--- src/rtl/ws_video_timing.sv ---
// rtl/ws_video_timing.sv - CEA-861 720x480p raster timing with a centred integer-scaled source window
//
// Purpose:
//   Free-running raster counters for the TMDS output stage, plus the
//   coordinate stream for the scaler read side and line-prefetch requests
//   for the line-buffer fill side. Every output is registered and describes
//   the (h, v) counter state of the previous clock.
//
// Ports:
//   clk          pixel clock (27 MHz)
//   rst          asynchronous reset, active-high
//   hsync        horizontal sync, SYNC_POL while active
//   vsync        vertical sync, SYNC_POL while active (changes at h = 0 only)
//   de           data enable for the active raster
//   in_window    pixel lies inside the scaled source window
//   src_x        source column, valid while in_window
//   src_y        source line, valid while in_window
//   frame_start  one-cycle pulse at h = 0, v = 0
//   line_req     one-cycle pulse at start of hblank asking for line_req_y
//   line_req_y   source line to prefetch, held until the next line_req

module ws_video_timing #(
    parameter int H_ACTIVE = 720,
    parameter int H_FP     = 16,
    parameter int H_SYNC   = 62,
    parameter int H_BP     = 60,
    parameter int V_ACTIVE = 480,
    parameter int V_FP     = 9,
    parameter int V_SYNC   = 6,
    parameter int V_BP     = 30,
    parameter bit SYNC_POL = 1'b0,
    parameter int SCALE    = 3,
    parameter int SRC_W    = 224,
    parameter int SRC_H    = 144
) (
    input  logic       clk,
    input  logic       rst,
    output logic       hsync,
    output logic       vsync,
    output logic       de,
    output logic       in_window,
    output logic [7:0] src_x,
    output logic [7:0] src_y,
    output logic       frame_start,
    output logic       line_req,
    output logic [7:0] line_req_y
);

    localparam int H_TOTAL = H_ACTIVE + H_FP + H_SYNC + H_BP;
    localparam int V_TOTAL = V_ACTIVE + V_FP + V_SYNC + V_BP;
    localparam int HW      = $clog2(H_TOTAL);
    localparam int VW      = $clog2(V_TOTAL);
    localparam int PW      = (SCALE > 1) ? $clog2(SCALE) : 1;

    // Window placement is fixed at elaboration; no arithmetic reaches silicon.
    localparam int WX0 = (H_ACTIVE - SRC_W * SCALE) / 2;
    localparam int WX1 = WX0 + SRC_W * SCALE;
    localparam int WY0 = (V_ACTIVE - SRC_H * SCALE) / 2;
    localparam int WY1 = WY0 + SRC_H * SCALE;

    // Line whose hblank carries the request for the first window line.
    localparam int V_PRE = (WY0 == 0) ? V_TOTAL - 1 : WY0 - 1;

    localparam logic [HW-1:0] H_LAST = HW'(H_TOTAL - 1);
    localparam logic [HW-1:0] H_ACT  = HW'(H_ACTIVE);
    localparam logic [HW-1:0] H_HS0  = HW'(H_ACTIVE + H_FP);
    localparam logic [HW-1:0] H_HS1  = HW'(H_ACTIVE + H_FP + H_SYNC);
    localparam logic [HW-1:0] H_WX0  = HW'(WX0);
    localparam logic [HW-1:0] H_WX1  = HW'(WX1);

    localparam logic [VW-1:0] V_LAST = VW'(V_TOTAL - 1);
    localparam logic [VW-1:0] V_ACT  = VW'(V_ACTIVE);
    localparam logic [VW-1:0] V_VS0  = VW'(V_ACTIVE + V_FP);
    localparam logic [VW-1:0] V_VS1  = VW'(V_ACTIVE + V_FP + V_SYNC);
    localparam logic [VW-1:0] V_WY0  = VW'(WY0);
    localparam logic [VW-1:0] V_WY1  = VW'(WY1);
    localparam logic [VW-1:0] V_WLM1 = VW'(WY1 - 1);
    localparam logic [VW-1:0] V_PREL = VW'(V_PRE);

    localparam logic [PW-1:0] PH_LAST   = PW'(SCALE - 1);
    localparam logic [7:0]    SRC_X_MAX = 8'(SRC_W - 1);
    localparam logic [7:0]    SRC_Y_MAX = 8'(SRC_H - 1);

    generate
        if (SRC_W * SCALE > H_ACTIVE || SRC_H * SCALE > V_ACTIVE ||
            SRC_W > 256 || SRC_H > 256 || SCALE < 1) begin : g_bad_geometry
            $error("ws_video_timing: scaled source window does not fit the raster");
        end
    endgenerate

    logic [HW-1:0] h_cnt;
    logic [VW-1:0] v_cnt;
    logic [PW-1:0] x_phase;
    logic [PW-1:0] y_phase;
    logic          h_in_win;
    logic          v_in_win;

    always_comb begin
        h_in_win = (h_cnt >= H_WX0) && (h_cnt < H_WX1);
        v_in_win = (v_cnt >= V_WY0) && (v_cnt < V_WY1);
    end

    // Raster counters: h and v wrap together on the last pixel of the frame.
    always_ff @(posedge clk or posedge rst) begin
        if (rst) begin
            h_cnt <= '0;
            v_cnt <= '0;
        end else if (h_cnt == H_LAST) begin
            h_cnt <= '0;
            v_cnt <= (v_cnt == V_LAST) ? '0 : v_cnt + 1'b1;
        end else begin
            h_cnt <= h_cnt + 1'b1;
        end
    end

    // Sync, enable and frame marker decode the current counters.
    always_ff @(posedge clk or posedge rst) begin
        if (rst) begin
            hsync       <= ~SYNC_POL;
            vsync       <= ~SYNC_POL;
            de          <= 1'b0;
            in_window   <= 1'b0;
            frame_start <= 1'b0;
        end else begin
            hsync       <= (h_cnt >= H_HS0 && h_cnt < H_HS1) ? SYNC_POL : ~SYNC_POL;
            vsync       <= (v_cnt >= V_VS0 && v_cnt < V_VS1) ? SYNC_POL : ~SYNC_POL;
            de          <= (h_cnt < H_ACT) && (v_cnt < V_ACT);
            in_window   <= h_in_win && v_in_win;
            frame_start <= (h_cnt == '0) && (v_cnt == '0);
        end
    end

    // Horizontal scaling: src_x/x_phase hold the values of the previous
    // pixel, so each edge steps them to the pixel now on the counters.
    // The clear at the window edge re-aligns every line.
    always_ff @(posedge clk or posedge rst) begin
        if (rst) begin
            src_x   <= '0;
            x_phase <= '0;
        end else if (h_cnt == H_WX0) begin
            src_x   <= '0;
            x_phase <= '0;
        end else if (h_in_win) begin
            if (x_phase == PH_LAST) begin
                x_phase <= '0;
                if (src_x != SRC_X_MAX) begin
                    src_x <= src_x + 8'd1;
                end
            end else begin
                x_phase <= x_phase + 1'b1;
            end
        end
    end

    // Vertical scaling steps once per line, on the first pixel of the line,
    // so src_y is stable for the whole of every window line.
    always_ff @(posedge clk or posedge rst) begin
        if (rst) begin
            src_y   <= '0;
            y_phase <= '0;
        end else if (h_cnt == '0) begin
            if (v_cnt == V_WY0) begin
                src_y   <= '0;
                y_phase <= '0;
            end else if (v_in_win) begin
                if (y_phase == PH_LAST) begin
                    y_phase <= '0;
                    if (src_y != SRC_Y_MAX) begin
                        src_y <= src_y + 8'd1;
                    end
                end else begin
                    y_phase <= y_phase + 1'b1;
                end
            end
        end
    end

    // Prefetch: at start of hblank on line v, request line v+1 if it opens a
    // new source line. Inside the window that is exactly when line v is the
    // last repeat of its source line (phase at SCALE-1), excluding the final
    // window line. src_y/y_phase already describe line v at this point.
    always_ff @(posedge clk or posedge rst) begin
        if (rst) begin
            line_req   <= 1'b0;
            line_req_y <= '0;
        end else begin
            line_req <= 1'b0;
            if (h_cnt == H_ACT) begin
                if (v_cnt == V_PREL) begin
                    line_req   <= 1'b1;
                    line_req_y <= '0;
                end else if (v_cnt >= V_WY0 && v_cnt < V_WLM1 && y_phase == PH_LAST) begin
                    line_req   <= 1'b1;
                    line_req_y <= src_y + 8'd1;
                end
            end
        end
    end

endmodule

--- config.mk ---
export PLATFORM = sky130hd
export DESIGN_NAME = ws_video_timing
export DESIGN_NICKNAME = d
export VERILOG_FILES = /design/src/rtl/ws_video_timing.sv
export SDC_FILE = /design/constraint.sdc
export NUM_CORES = 1
export LEC_CHECK = 0
export ABC_CLOCK_PERIOD_IN_PS = 1940
export CORE_MARGIN = 2
export CORE_UTILIZATION = 40
export CTS_CLUSTER_SIZE = 30
export DETAILED_ROUTE_END_ITERATION = 8
export PLACE_DENSITY = 0.73
export SLEW_MARGIN = 0
export SYNTH_ARGS = -nofsm -noshare
export SYNTH_HDL_FRONTEND = slang
export SYNTH_SLANG_ARGS = --single-unit
export TNS_END_PERCENT = 100
--- constraint.sdc ---
create_clock -name clk -period 1.94 [get_ports clk]
set_input_delay 0.194 -clock clk [delete_from_list [all_inputs] [get_ports clk]]
set_output_delay 0.194 -clock clk [all_outputs]
set_load 0.1 [all_outputs]
# Yosys cells after proc, flatten, opt, wreduce, memory -nomap -nowiden
# Cells that the tools add are included.
# word_totals
in_bits	2
register_bits	54
# op_classes
reduce_logical	22
muxes	23
eq_ne	10
n_addsub	6
n_lt_le_gt_ge	11
# ops
cell	n
8-bit two-way mux	10
10-bit by 9-bit less-than comparator with 1-bit output (second input constant)	4
10-bit == test (second input constant)	3
10-bit by 5-bit == test with 1-bit output (second input constant)	3
10-bit less-than comparator (second input constant)	3
10-bit by 1-bit adder with 10-bit output (second input constant)	2
10-bit by 5-bit >= comparator with 1-bit output (second input constant)	2
10-bit logical NOT	2
10-bit two-way mux	2
8-bit by 1-bit adder with 8-bit output (second input constant)	2
8-bit != test (second input constant)	2
2-bit nonzero test	7
2-bit two-way mux	6
10-bit >= comparator (second input constant)	1
10-bit by 9-bit >= comparator with 1-bit output (second input constant)	1
1-bit logical AND	9
1-bit two-way mux	5
2-bit by 1-bit adder with 2-bit output (second input constant)	2
2-bit == test (second input constant)	2
2-bit AND reduction	2
4-bit AND reduction	1
3-bit AND reduction	1

# Longest topological paths before layout
# Gate-level depths: netlist (run 1).
# depth
depth_word	6
ltp_mapped	7

# Worst setup path before layout (run 1)
# Ideal clock, no wire load.
# synth_timing
kind	register to register
start	register src_y[0]
end	register src_y[3]
arrival_time_ns	2.455
setup_slack_ns	-0.635
period_less_slack_ns	2.575
setup_time_ns	0.120
path_stages_with_launch	8
n_path_buf	1
path_cell_list	dfrtp_1 > ha_1 > and3_1 > a41oi_1 > o2111ai_1 > clkbuf_1 > nor3_1 > a21o_1
# synth_between
elab_chain_cells	5
word_cells_on_any_way	8
classes_between	1 x add/sub; 1 x eq/ne; 4 x mux; 2 x reduce/logical
# synth_rtl
element	line_no	source
start, declared	43	output logic [7:0] src_y,
start signal, assigned	169	src_y <= src_y + 8'd1;
8-bit by 1-bit adder with 8-bit output	169	
8-bit two-way mux	168	if (src_y != SRC_Y_MAX) begin
8-bit two-way mux	166	if (y_phase == PH_LAST) begin
8-bit two-way mux	165	end else if (v_in_win) begin
8-bit two-way mux	162	if (v_cnt == V_WY0) begin
# Several ways; a longest one is shown, not always the timed one. The select of a mux whose other input is x is not followed.
# A chain may end at the register's enable or synchronous reset.

# Worst setup path in the final report (run 1)
# layout_timing
start	register v_cnt[5]
end	register src_y[7]
# layout_between
elab_chain_cells	4
word_cells_on_any_way	9
classes_between	2 x order compare; 1 x eq/ne; 1 x mux; 5 x reduce/logical
# layout_rtl
element	line_no	source
start, declared	92	logic [VW-1:0] v_cnt;
start signal, assigned	110	v_cnt <= (v_cnt == V_LAST) ? '0 : v_cnt + 1'b1;
10-bit by 5-bit >= comparator with 1-bit output / 10-bit by 9-bit less-than comparator with 1-bit output (equally long branches)	100	v_in_win = (v_cnt >= V_WY0) && (v_cnt < V_WY1);
1-bit logical AND	100	
2-bit nonzero test (no source line)	--	
4-bit AND reduction (no source line)	--	
# Several ways; a longest one is shown, not always the timed one.

==> key figures, run 1 <==
Worst setup path
  – CP startpoint: v_cnt[5]
  – Worst-path maximum fanout: 3
  – Reg2Reg Launch Point: v_cnt[5]
  – Crit-path cells: or3_4, a2111oi_4, o2111ai_2, buf_4, or3_1, nand2_1
  – Worst R2R Path Depth: 6
  – Kind of critical path: reg -> reg
  – Setup crit end kind: flip-flop
  – CP Launch Type: flip-flop
  – Worst Path Required: 2200 ps
  – Max incr delay on CP: 400 ps
  – Crit-path slowest cell: or3_4
  – Arr. time, crit path: 2210 ps

Status
  – Outcome: complete, but fails checks
  – Failing checks: negative setup slack

Final layout
  – Net count reported at finish: 395
  – Final non-filler cell total: 484
  – Final non-filler cell area: 0.00393 sq mm
  – Area Growth Syn to Fin: 31.6%
  – Fill cells: 648
  – Ant diodes: 0
  – Layout cell share with drive strength beyond 1: 0.348
  – Final design utilization: 0.542
  – Commonest non-fill, non-tap cell in the layout: buf_4
  – Most frequent cells in the layout: buf_4 (67), nor2_1 (40), dfrtp_1 (37), nand2_1 (25), nand3_1 (17)

CTS
  – Clock tree buffer depth: 2
  – Clk sinks: 54
  – Cts bufs inserted: 5
  – Worst-Skew Late Latency: 320 ps
  – H-tree depth: 2
  – Clk root buf: clkbuf_8
  – CTS tree: yes
  – Clock slew at reported path FFs: 100 ps

Synthesis
  – Synth Cell Area: 0.00299 sq mm
  – Post-synth EDFFs: 0
  – Syn_nets: 329
  – Average cell area after synthesis: 9.39 sq um
  – Post-Synth Adder-Cell Area: 0.0377
  – Largest family of logic cells by synthesized area: simple AND/OR/NAND/NOR gates
  – Synth Area in XOR/XNOR: 0.0587
  – Cell count after synthesis: 318
  – Synthesis Warnings: 0
  – Multiplexer share of the synthesized area: 0.0478
  – Compound-Gate Fraction of Synth Area: 0.0939
  – Post-synthesis sequential area ratio: 0.453
  – FF+latch count, synth: 54
  – Async SR Flop Fraction: 1.00
  – Synth unique cells: 54
  – Post-Synth Simple-Gate Area: 0.278
  – Synth Flop Type: dfrtp_1

STA
  – Least-Margin Pin Slew: 490 ps
  – Clk_skew: 5.68 ps
  – Max-Slew Margin vs Limit: 0.673
  – Final Cycle Share: 1.00
  – Final setup fails: 1
  – Fin Hold WS: 234 ps
  – Max Slew Vio Count: 0
  – Fin. Hold Viols: 0
  – Fmax: 0.513 GHz
  – RSZ-0062 raised after global routing: yes
  – Fin crit period: 1950 ps
  – Final WS setup: -9.14 ps

Floorplanning
  – Boundary Pins: 32
  – Die Footprint: 0.00817 sq mm
  – Chip Width: 90.4 um
  – FP Rows: 31
  – Initial Utilization: 0.412
  – Core box area: 0.00725 sq mm
  – Overall die height: 90.4 um

Power
  – Lkg Pwr: 0.00175 uW
  – Pwr per Cell Area: 464 mW/mm^2
  – Maximum VDD drop: 0.249 mV

Routing
  – Wirelength, routed: 6810 um
  – Iteration-0 DRC count of the detailed router: 93
  – Routed Antenna Nets: 0
  – Routed vias/inst: 5.30
  – Wire per inst: 14.1 um
  – Pre-Repair DR Iteration Count: 4
  – DR vias: 2,567
  – Drt drc: 0

Placed design
  – Routability-driven placement congestion ratio: 0.867
  – Port Buffers: 31
  – Post-DP HPWL: 4890 um
  – Dpl cells: 472
  – Placed Instance Area: 0.00374 sq mm

GRT
  – First-pass GRT wire length: 11,600 um
  – Grt met2 use: 0.291
  – M1 GR Usage: 0.224
  – Vias in the first global route: 2,449
  – Global Route Usage Sum: 0.174
  – Grt peak-use layer: met2
  – Initial antenna violation count: 0
  – Largest net degree at the start of global routing: 55
  – GRT met3 Usage: 0.0292
  – Total grt overflow: 0

Min path
  – Worst min path class: in -> async

Flow run
  – Max Cap Viol: 0
cell families after synthesis:
group,Yosys count
AO/OA/AOI/OAI,42
multiplexers,13
buffers and inverters,22
flip-flops,54
XOR/XNOR,20
adder cells (fa/ha/maj),9
AND/OR/NAND/NOR,158
repair_timing:
| item | in CTS | in global routing |
|---|---|---|
| gates cloned | 0 | 1 |
| setup buffers | 2 | 1 |
| pin swaps | 4 | 3 |
| hold buffers | 0 | 0 |
| resized for setup | 2 | 12 |
| setup endpoints to repair | 8 | 17 |
| hold endpoints to repair | 0 | 0 |
layout make-up:
cell class | count | area, sq um | area share
tap | 99 | 124 | 0.0315
clock inverter | 2 | 12.5 | 0.00318
timing repair buffer | 71 | 558 | 0.142
multi-input combinational | 242 | 1740 | 0.443
inverter | 10 | 37.5 | 0.00955
sequential | 54 | 1370 | 0.349
clock buffer | 6 | 82.6 | 0.0210
synthesized netlist by cell type (3+ instances only):
cell type	number	area, sq um
nand2_1	25	93.8
nor2_1	41	154
and3_1	10	62.6
mux2i_1	3	30.0
a21o_1	4	30.0
and2_1	4	25.0
nor4_1	3	18.8
nand3_1	18	90.1
inv_1	10	37.5
xnor2_1	11	96.3
xor2_1	9	78.8
a21oi_1	8	40.0
nand2b_1	6	37.5
ha_1	9	113
clkbuf_1	9	33.8
or3_1	6	37.5
dfrtp_1	52	1300
nand4_1	8	50.1
o21ai_0	13	65.1
mux2_2	10	113
nor3_1	18	90.1
flip-flops by register name, summed over array words and instances (netlist names), 2 cells and up:
name,flops
src_x,8
src_y,8
x_phase,2
h_cnt,10
y_phase,2
v_cnt,10
line_req_y,8
power breakdown:
group	leakage, uW	internal, uW	switching (uW)
Sequential	0.000700	1120	0
Clock	0.0000472	288	383
Combinational	0.000999	6.25	22.2
Total	0.00175	1420	405
layer usage:
metal | share of wire | vias to the layer above
met5 | 0 | -
met4 | 0.020 | 0
met3 | 0.031 | 15
met2 | 0.49 | 52
met1 | 0.46 | 1249
li1 | - | 1251
through the flow:
step	worst slack [ps]	total power, uW	setup TNS, ps
2_1_floorplan	-88.8	1160	-287
3_3_place_gp	-16.1	1180	-16.1
3_5_place_dp	-112	1180	-361
4_1_cts	-12.2	1840	-12.2
5_1_grt	-118	1890	-590
6_report	-9.14	1820	-9.14
worst paths after layout:
| check | to | slack (ps) |
|---|---|---|
| worst max-delay path | src_y[7] | -9 |
| worst min-delay path | src_x[4] | 230 |
| worst min register to register | y_phase[1] | 510 |
| min in group clk | y_phase[1] | 510 |
| worst max register to register | src_y[7] | -9 |
| max in group asynchronous | vsync | 1410 |
critical path, delay by kind of cell (launching register included):
| family | cells | cell delay, ps |
|---|---|---|
| AND/OR/NAND/NOR | 3 | 770 |
| AO/OA/AOI/OAI | 2 | 550 |
| flip-flops | 1 | 390 |
| buffers and inverters | 1 | 190 |
(Power assumes the default switching activity.)
==> inputs of run 2 (changes only) <==
CAP_MARGIN = 20   (was default)
==> results of run 2 <==
Final layout, timing and power as in run 1 (identical DEF).
==> inputs of run 3 (changes only) <==
CTS_CLUSTER_DIAMETER = 100   (was default)
==> results of run 3 <==
Final layout, timing and power as in run 1 (identical DEF).
